### config.mk
export PLATFORM = sky130hd
export DESIGN_NAME = quaffle_controller
export DESIGN_NICKNAME = d
export VERILOG_FILES = /design/src/rtl/quidditch_pkg.sv /design/src/rtl/quaffle_serve_timer.sv /design/src/rtl/quaffle_controller.sv
export SDC_FILE = /design/constraint.sdc
export NUM_CORES = 1
export LEC_CHECK = 0
export BUFFER_PORTS_ARGS = -buffer_cell sky130_fd_sc_hd__buf_2
export CORE_MARGIN = 3
export CORE_UTILIZATION = 55
export DETAILED_ROUTE_END_ITERATION = 12
export PLACE_DENSITY = 0.77
export SYNTH_ARGS = -nofsm -noshare
export SYNTH_HDL_FRONTEND = slang
export SYNTH_HIERARCHICAL = 1
export SYNTH_SLANG_ARGS = --single-unit
### constraint.sdc
create_clock -name clk -period 8.7 [get_ports clk]
set_input_delay 0.435 -clock clk [delete_from_list [all_inputs] [get_ports clk]]
set_output_delay 0.435 -clock clk [all_outputs]
set_load 0.005 [all_outputs]
### src/rtl/quidditch_pkg.sv
// Shared screen constants, game FSM states and direction encoding for the
// quaffle game-logic stage.
package quidditch_pkg;

  localparam int H_ACTIVE = 640;
  localparam int V_ACTIVE = 480;

  typedef enum logic [1:0] {
    SERVE = 2'd0,
    PLAY  = 2'd1,
    GOAL  = 2'd2,
    OVER  = 2'd3
  } game_state_t;

  // DIR_POS is right on the x axis and down on the y axis.
  typedef enum logic {
    DIR_NEG = 1'b0,
    DIR_POS = 1'b1
  } dir_t;

  function automatic logic v_overlap(input logic [10:0] y, input logic [10:0] pos,
                                     input logic [10:0] ball, input logic [10:0] h);
    return ((y + ball) > pos) && (y < (pos + h));
  endfunction

endpackage

### src/rtl/quaffle_serve_timer.sv
// Frame counter with clear and enable; done is high while the count sits at
// FRAMES-1 and an enabled step from there wraps back to zero.
module quaffle_serve_timer #(
  parameter int FRAMES = 60
) (
  input  logic clk,
  input  logic rst_n,
  input  logic clk_en,
  input  logic clr_i,
  input  logic en_i,
  output logic done_o
);

  localparam int CW = (FRAMES > 1) ? $clog2(FRAMES) : 1;

  logic [CW-1:0] cnt_q, cnt_d;

  assign done_o = (cnt_q == CW'(FRAMES - 1));

  always_comb begin
    cnt_d = cnt_q;
    if (clr_i) begin
      cnt_d = '0;
    end else if (en_i) begin
      cnt_d = done_o ? '0 : cnt_q + 1'b1;
    end
  end

  always_ff @(posedge clk or negedge rst_n) begin
    if (!rst_n) begin
      cnt_q <= '0;
    end else if (clk_en) begin
      cnt_q <= cnt_d;
    end
  end

endmodule

### src/rtl/quaffle_controller.sv
// Per-frame quaffle motion, wall/paddle bounces, goal detection, scoring and
// serve/play/goal/over sequencing for the VGA renderer.
module quaffle_controller
  import quidditch_pkg::*;
#(
  parameter int H_ACTIVE     = quidditch_pkg::H_ACTIVE,
  parameter int V_ACTIVE     = quidditch_pkg::V_ACTIVE,
  parameter int BALL_SIZE    = 8,
  parameter int PADDLE_W     = 8,
  parameter int PADDLE_H     = 64,
  parameter int PADDLE1_X    = 16,
  parameter int PADDLE2_X    = 616,
  parameter int SPEED        = 2,
  parameter int SERVE_FRAMES = 60,
  parameter int WIN_SCORE    = 7
) (
  input  logic        clk,
  input  logic        rst_n,
  input  logic        clk_en,
  input  logic        frame_tick,
  input  logic [9:0]  team1_ver_pos,
  input  logic [9:0]  team2_ver_pos,
  output logic [9:0]  ball_x,
  output logic [9:0]  ball_y,
  output logic [3:0]  score1,
  output logic [3:0]  score2,
  output logic        game_over,
  output game_state_t dbg_state_o
);

  localparam logic [10:0] X_MAX   = 11'(H_ACTIVE - BALL_SIZE);
  localparam logic [10:0] Y_MAX   = 11'(V_ACTIVE - BALL_SIZE);
  localparam logic [9:0]  X_MID   = 10'((H_ACTIVE - BALL_SIZE) / 2);
  localparam logic [9:0]  Y_MID   = 10'((V_ACTIVE - BALL_SIZE) / 2);
  localparam logic [10:0] P1_FACE = 11'(PADDLE1_X + PADDLE_W);
  localparam logic [10:0] P2_FACE = 11'(PADDLE2_X);
  localparam logic [10:0] SPD     = 11'(SPEED);
  localparam logic [10:0] BSZ     = 11'(BALL_SIZE);
  localparam logic [10:0] PH      = 11'(PADDLE_H);
  localparam logic [3:0]  WIN     = 4'(WIN_SCORE);

  game_state_t state_q, state_d;
  dir_t        dx_q, dx_d, dy_q, dy_d;
  logic [9:0]  x_q, x_d, y_q, y_d;
  logic [3:0]  s1_q, s1_d, s2_q, s2_d;
  logic        over_q, over_d;

  logic        update, serve_done;
  logic [10:0] x, y, nx, ny;
  dir_t        ndx, ndy;
  logic        hit1, hit2, goal1, goal2;

  assign update = clk_en && frame_tick;
  assign x      = {1'b0, x_q};
  assign y      = {1'b0, y_q};

  quaffle_serve_timer #(
    .FRAMES (SERVE_FRAMES)
  ) u_serve_timer (
    .clk    (clk),
    .rst_n  (rst_n),
    .clk_en (clk_en),
    .clr_i  (update && (state_q != SERVE)),
    .en_i   (update && (state_q == SERVE)),
    .done_o (serve_done)
  );

  always_comb begin
    ny  = y;
    ndy = dy_q;
    if (dy_q == DIR_POS) begin
      if (y + SPD >= Y_MAX) begin
        ny  = Y_MAX;
        ndy = DIR_NEG;
      end else begin
        ny = y + SPD;
      end
    end else if (y < SPD) begin
      ny  = '0;
      ndy = DIR_POS;
    end else begin
      ny = y - SPD;
    end
  end

  always_comb begin
    nx    = x;
    ndx   = dx_q;
    goal1 = 1'b0;
    goal2 = 1'b0;
    hit1  = (x >= P1_FACE) && (x < P1_FACE + SPD) &&
            v_overlap(y, {1'b0, team1_ver_pos}, BSZ, PH);
    hit2  = (x + BSZ <= P2_FACE) && (x + BSZ + SPD > P2_FACE) &&
            v_overlap(y, {1'b0, team2_ver_pos}, BSZ, PH);
    if (dx_q == DIR_NEG) begin
      if (hit1) begin
        nx  = P1_FACE;
        ndx = DIR_POS;
      end else if (x < SPD) begin
        goal2 = 1'b1;
      end else begin
        nx = x - SPD;
      end
    end else begin
      if (hit2) begin
        nx  = P2_FACE - BSZ;
        ndx = DIR_NEG;
      end else if (x + SPD > X_MAX) begin
        goal1 = 1'b1;
      end else begin
        nx = x + SPD;
      end
    end
  end

  always_comb begin
    state_d = state_q;
    x_d     = x_q;
    y_d     = y_q;
    dx_d    = dx_q;
    dy_d    = dy_q;
    s1_d    = s1_q;
    s2_d    = s2_q;
    over_d  = over_q;
    if (update) begin
      unique case (state_q)
        SERVE: begin
          if (serve_done) state_d = PLAY;
        end
        PLAY: begin
          // A goal freezes the ball where it crossed, including y.
          if (goal1) begin
            s1_d    = s1_q + 4'd1;
            state_d = GOAL;
          end else if (goal2) begin
            s2_d    = s2_q + 4'd1;
            state_d = GOAL;
          end else begin
            x_d  = nx[9:0];
            y_d  = ny[9:0];
            dx_d = ndx;
            dy_d = ndy;
          end
        end
        GOAL: begin
          // dx_q still points at the conceding side, which is the serve direction.
          x_d = X_MID;
          y_d = Y_MID;
          if ((dx_q == DIR_POS) ? (s1_q == WIN) : (s2_q == WIN)) begin
            state_d = OVER;
            over_d  = 1'b1;
          end else begin
            state_d = SERVE;
          end
        end
        OVER: begin
        end
        default: state_d = SERVE;
      endcase
    end
  end

  always_ff @(posedge clk or negedge rst_n) begin
    if (!rst_n) begin
      state_q <= SERVE;
      x_q     <= X_MID;
      y_q     <= Y_MID;
      dx_q    <= DIR_POS;
      dy_q    <= DIR_POS;
      s1_q    <= '0;
      s2_q    <= '0;
      over_q  <= 1'b0;
    end else begin
      state_q <= state_d;
      x_q     <= x_d;
      y_q     <= y_d;
      dx_q    <= dx_d;
      dy_q    <= dy_d;
      s1_q    <= s1_d;
      s2_q    <= s2_d;
      over_q  <= over_d;
    end
  end

  assign ball_x      = x_q;
  assign ball_y      = y_q;
  assign score1      = s1_q;
  assign score2      = s2_q;
  assign game_over   = over_q;
  assign dbg_state_o = state_q;

endmodule

# Word-level counts from Yosys, hierarchy flattened
# Index checks and enable logic that the tools add are counted.
# totals
ff_bits,39
out_inout_bits,31
# classes
add_sub_neg,12
magnitude_cmp,12
eq_ne,11
mux,35
bitwise,2
reduce_logical,22
# op_table
cell,count
2-to-1 mux 10 bit,12
case mux 10 bit (2 select lines),2
adder 10 x 2 -> 11 bit (second input constant),2
adder 10 x 4 -> 11 bit (second input constant),2
adder 10 x 7 -> 11 bit (second input constant),2
> comparator 11 x 10 -> 1 bit,2
> comparator 11 x 10 -> 1 bit (second input constant),2
< comparator 10 x 11 -> 1 bit,2
< comparator 10 x 2 -> 1 bit (second input constant),2
subtractor 10 x 2 -> 10 bit (second input constant),2
2-to-1 mux 6 bit,3
AND reduction 4 bit,4
2-to-1 mux 1 bit,13
adder 11 x 2 -> 11 bit (second input constant),1
greater-or-equal comparator 11 x 9 -> 1 bit (second input constant),1
<= comparator 11 x 10 -> 1 bit (second input constant),1
greater-or-equal comparator 10 x 5 -> 1 bit (second input constant),1
< comparator 10 x 5 -> 1 bit (second input constant),1
logical AND 1 bit,9
adder 4 x 1 -> 4 bit (second input constant),2
== test 4 x 3 -> 1 bit (second input constant),2
2-to-1 mux 2 bit,4
inequality test 4 bit (second input constant),2
adder 6 x 1 -> 6 bit (second input constant),1
14 further kinds,19

# Logic depth before layout (Yosys ltp)
# logic_depth
ltp_word,10
ltp_mapped,16

# Cells and area by module
# The synthesis kept the hierarchy.
# by_module_without_submodules
mod,n_inst,cells_each,area_per_inst_um2,seq_area_each_um2
quaffle_controller,1,473,3684.8,790.8
quaffle_serve_timer,1,38,355.3,150.1

# Worst setup path after synthesis
# No wires, ideal clock.
# synth_timing
path_kind,reg2reg
start,register y_q[3] (netlist: ball_y[3])
end,register state_q[0] (netlist: dbg_state_o[0])
arrival_time_ns,3.435
t_required_ns,8.576
slack_ns,5.141
path_stages_with_launch,15
synth_period_minus_slack_ns,3.559
path_cell_list,dfstp_2 clkbuf_1 inv_1 nor3_1 nand3_1 xnor2_1 ha_1 a21o_1 a211o_1 a221oi_1 o21ai_0 nand4_1 o211ai_2 a311o_1 o31a_1
# synth_via
elab_chain_len,8
word_cells_on_any_way,17
classes_between,1 x add/sub; 4 x order compare; 1 x eq/ne; 6 x mux; 5 x reduce/logical
# synth_lines
item,line_no,source
from (decl),quaffle_controller.sv:44,"logic [9:0] x_q, x_d, y_q, y_d;"
from (signal assigned),quaffle_controller.sv:176,y_q <= y_d;
adder 10 x 4 -> 11 bit,quidditch_pkg.sv:23,return ((y + ball) > pos) && (y < (pos + h));
> comparator 11 x 10 -> 1 bit,quidditch_pkg.sv:23,
logical AND 1 bit,quidditch_pkg.sv:23,
logical AND 1 bit (on tied branches),"quaffle_controller.sv:93, quaffle_controller.sv:91",
2-to-1 mux 1 bit (on tied branches),"quaffle_controller.sv:105, quaffle_controller.sv:96",
2-to-1 mux 1 bit,quaffle_controller.sv:95,if (dx_q == DIR_NEG) begin
inequality test 3 bit (no line) or 2-to-1 mux 2 bit (tied branches),--,
AND reduction 4 bit (no line) or case mux 2 bit (3 select lines) (tied branches),--,
to (signal assigned),quaffle_controller.sv:174,state_q <= state_d;
to (decl),quaffle_controller.sv:42,"game_state_t state_q, state_d;"
# Parallel ways exist; a longest one is shown, timed or not.
# A chain may end at the register's enable or synchronous reset.

# Worst setup path in the final report
# layout_timing
start,register y_q[5] (netlist: ball_y[5])
end,register x_q[9] (netlist: ball_x[9])
# layout_via
elab_chain_len,9
word_cells_on_any_way,24
classes_between,1 x add/sub; 4 x order compare; 4 x eq/ne; 10 x mux; 5 x reduce/logical
# layout_lines
item,line_no,source
adder 10 x 4 -> 11 bit,quidditch_pkg.sv:23,
> comparator 11 x 10 -> 1 bit,quidditch_pkg.sv:23,
logical AND 1 bit,quidditch_pkg.sv:23,
logical AND 1 bit (on tied branches),"quaffle_controller.sv:91, quaffle_controller.sv:93",
2-to-1 mux 10 bit (on tied branches),"quaffle_controller.sv:96, quaffle_controller.sv:105",
2-to-1 mux 10 bit,quaffle_controller.sv:95,
2-to-1 mux 10 bit,quaffle_controller.sv:135,end else if (goal2) begin
2-to-1 mux 10 bit,quaffle_controller.sv:132,if (goal1) begin
case mux 10 bit (2 select lines),quaffle_controller.sv:126,unique case (state_q)
to (signal assigned),quaffle_controller.sv:166,x_q <= X_MID;
to (signal assigned),quaffle_controller.sv:175,x_q <= x_d;
to (decl),quaffle_controller.sv:44,
# Parallel ways exist; a longest one is shown, timed or not. The select of a mux whose other input is x is not followed.

==> impl.org <==
** Logic synthesis
- In the synthesized netlist the async set-or-reset flop fraction comes to 1.00.
- Synth Warn # :: 6
- Counting flops and latches in the post-synthesis netlist gives 37.
- The most used flip-flop cell after synthesis is dfrtp_1.
- After synthesis, the netlist uses 76 different library cells.
- Average footprint of a synthesized cell :: 7.91 um2
- Sequential share of the synthesized area :: 0.233
- Number of enable-type register cells in the synthesized netlist :: 0
- Summing every instance area after synthesis gives 4040 um2.
- Synthesis produced a netlist whose cell count is 511.

** Min path
- In this run the worst hold path is classified as in2async.

** STA
- Derived from the worst setup path, the maximum achievable clock frequency is 242 MHz.
- Worst relative slew slack :: 0.428
- Setup violations remaining at the end of the flow were counted as 0.
- Adding up every negative setup slack in the final design gives 0 ns.
- Setup repair after global routing left no endpoint under its margin.
- Final worst-path cycle share :: 0.474
- Pin slew with the least headroom to its limit :: 0.857 ns
- Hold Violations, Final :: 0
- Setup Skew :: 0.0104 ns
- The number of pins exceeding their max-slew limit in the final report was 0.
- Counting I/O delays and the setup requirement, the final critical path takes 4.12 ns.

** Worst setup path
- Maximum fanout along the worst path :: 15
- The worst setup path is captured at a register.
- For the worst flop-to-flop path, the logic depth is 14.
- CP endpoint :: ball_x[9]
- Data required, critical path :: 8.89 ns
- Register-to-register path setup slack :: 4.58 ns
- Worst setup startpoint :: ball_y[5]
- Signal arrival time at the worst endpoint :: 4.31 ns
- The startpoint identified for the worst register-to-register timing path is ball_y[5].
- Endpoint of the most critical register-to-register path :: ball_x[9]
- Critical path startpoint category :: register
- Critical setup path kind :: reg2reg

** CTS
- TritonCTS built the clock tree.
- TritonCTS created 5 clock buffers.
- Htree depth :: 2
- The number of setup buffers added after CTS is 0.
- The root buffer cell chosen for the clock tree is clkbuf_8.
- Clock-pin slew was measured on the worst setup and hold paths at 0.08 ns.
- Clock Sinks :: 37
- The clock passes through at most 2 buffers.
- Hold repair after CTS inserted 0 buffers.
- Clock latency reported for the late side of the worst-skew pair :: 0.30 ns
- Post-cts resize count :: 0

** Flow run
- Number of maximum-capacitance violations :: 0

** Pwr
- Dividing total power by cell area gives a power density of 269 nW/um2.
- The worst-case IR drop observed on VDD is 0.170 mV.
- The analysis attributes to cell leakage a power of 2.11 nW.

** Floorplan
- The initial utilization of the core area, before any placement, comes to 0.582.
- The die covers 8410 um2.
- Top Ports :: 55
- In this run the standard cell core region covers 6940 um2.
- Num rows :: 30
- Horizontal die dimension :: 91.7 um
- From bottom edge to top edge, the die measures 91.7 um.

** Detailed routing
- Top Layer Used :: met4
- Routed WL :: 10.2 mm
- Using the TritonRoute via totals, the vias-per-cell ratio works out to 6.18.
- M1 WL :: 4.54 mm
- Detail Route met2 WL :: 4.94 mm
- Drt first-iter violations :: 339
- Number of iterations in the first detailed-routing pass :: 5
- Across all layers, the routed design uses 3,952 vias.
- Detailed route wirelength on metal3 :: 650 um
- After detailed routing, the number of remaining DRC violations is 0.
- Routed wire per std cell :: 16.0 um
- The detail route stage leaves a number of antenna-violating nets equal to 0.

** Cells and area
- Most common cell after layout, fill and taps aside :: buf_2
- FILL cells :: 644
- Util after Layout :: 0.630
- 0 antenna diodes ended up in the layout.
- The net count of the finished layout is 617.
- In the final layout, the share of cells above drive strength 1 is 0.169.
- Layout Area Growth over Synthesis :: 8.30%
- Top library cells by usage in the layout, fill and taps aside :: buf_2 (52), ha_1 (50), inv_1 (39), nand2_1 (39), nor2_1 (38)

** Global route
- Number of global-route vias before repair :: 3,738
- Maximum number of pins on one net before global-route repair :: 38
- Number of antenna violations at the first check in global routing :: 0
- Global route overflow :: 0
- Total GRT Usage :: 0.248
- First-pass GRT wire length :: 17.5 mm

** Run status
- The flow ran to the end, and the final reports show no timing, DRC or antenna violations.

** Place
- Summed over all nets, the half-perimeter wirelength after detailed placement is 7.82 mm.
- Number of port buffers :: 52
- Routability congestion estimate from global placement :: 0.836
==> power by group <==
part,switching [mW],total (mW),internal [mW]
sequential,0.125,0.362,0.237
combinational,0.381,0.692,0.310
clock,0.0669,0.122,0.0554
total,0.574,1.18,0.603
==> critical path, cell delays in order, from the launching register on <==
cell and delay, ns:
dfstp_2 0.66, inv_1 0.14, nor3_1 0.44, nand3_1 0.15, xnor2_1 0.24, ha_1 0.30
a21o_1 0.17, a211o_1 0.29, a221oi_1 0.19, o21ai_0 0.16, nand4_1 0.17, o211ai_2 0.19
a2bb2oi_2 0.59, nor2_1 0.12, o22a_1 0.19
==> sequential cells by signal, indices dropped and copies added (netlist names) <==
signal and count:
ball_x 9, ball_y 9, dbg_state_o 2, dx_q 1
dy_q 1, game_over 1, score1 4, score2 4
u_serve_timer/cnt_q 6
==> cell families after synthesis <==
group,share of synthesized area
adder cells (fa/ha/maj),0.155
buffers and inverters,0.0715
XOR/XNOR,0.0629
multiplexers,0.0105
AND/OR/NAND/NOR,0.220
AO/OA/AOI/OAI,0.246
other,0.000928
flip-flops,0.233
==> stage by stage <==
| stage | area, um2 | power [mW] | setup slack (ns) | std cells | hold slack, ns |
|---|---|---|---|---|---|
| 4_1_cts | 4380 | 1.18 | 4.61 | 640 | 0.270 |
| 3_3_place_gp | 4290 | 1.02 | 4.79 | 632 | 0.455 |
| 3_5_place_dp | 4290 | 1.05 | 4.62 | 632 | 0.470 |
| 6_report | 4380 | 1.18 | 4.58 | 640 | 0.242 |
| 5_1_grt | 4380 | 1.30 | 4.20 | 640 | 0.302 |
| 2_1_floorplan | 4040 | 0.864 | 5.14 | 512 | 0.139 |
==> area by class of cell <==
type | count | area, um2 | share of cell area
Clock inverter | 3 | 17.5 | 0.00400
Inverter | 41 | 154 | 0.0352
Multi-Input combinational cell | 406 | 2810 | 0.643
Sequential cell | 37 | 941 | 0.215
Tap cell | 96 | 120 | 0.0275
Timing Repair Buffer | 52 | 260 | 0.0595
Clock buffer | 5 | 68.8 | 0.0157
==> synthesized netlist by cell type, drive strengths merged (3+ instances only) <==
| cell type | number | area share |
|---|---|---|
| nor4 | 5 | 0.0077 |
| nand2b | 8 | 0.012 |
| dfrtp | 25 | 0.15 |
| clkbuf | 17 | 0.016 |
| xor2 | 7 | 0.015 |
| dfstp | 12 | 0.078 |
| buf | 11 | 0.018 |
| o31ai | 4 | 0.0074 |
| o22ai | 6 | 0.0093 |
| o21a | 3 | 0.0056 |
| nor2 | 38 | 0.035 |
| and3 | 8 | 0.012 |
| nor2b | 3 | 0.0046 |
| a21oi | 35 | 0.044 |
| a211oi | 7 | 0.014 |
| nand3 | 28 | 0.036 |
| o311ai | 3 | 0.0065 |
| o21ai | 36 | 0.046 |
| nor3 | 12 | 0.015 |
| a211o | 3 | 0.0065 |
| or3 | 6 | 0.012 |
| ha | 50 | 0.15 |
| inv | 40 | 0.037 |
| nand2 | 40 | 0.038 |
| and2 | 5 | 0.0077 |
| xnor2 | 22 | 0.048 |
| nand4 | 9 | 0.014 |
| a31oi | 7 | 0.011 |
| a21o | 8 | 0.015 |
==> routing by layer <==
metal  up-vias  global-route usage
li1       1913                   -
met1      1870               0.340
met2       155               0.413
met3        14              0.0312
met4         0              0.0681
met5         -                   0
==> worst min-delay path by stage <==
| stage | from | end | slack [ns] |
|---|---|---|---|
| CTS | rst_n | ball_x[6] | 0.27 |
| global route | rst_n | ball_x[9] | 0.30 |
| finish | rst_n | ball_x[9] | 0.24 |
| floorplan | rst_n | ball_x[1] | 0.14 |
| detailed placement | game_over | game_over | 0.47 |
| global placement | game_over | game_over | 0.45 |
No activity file was read; power rests on OpenSTA's default activity.
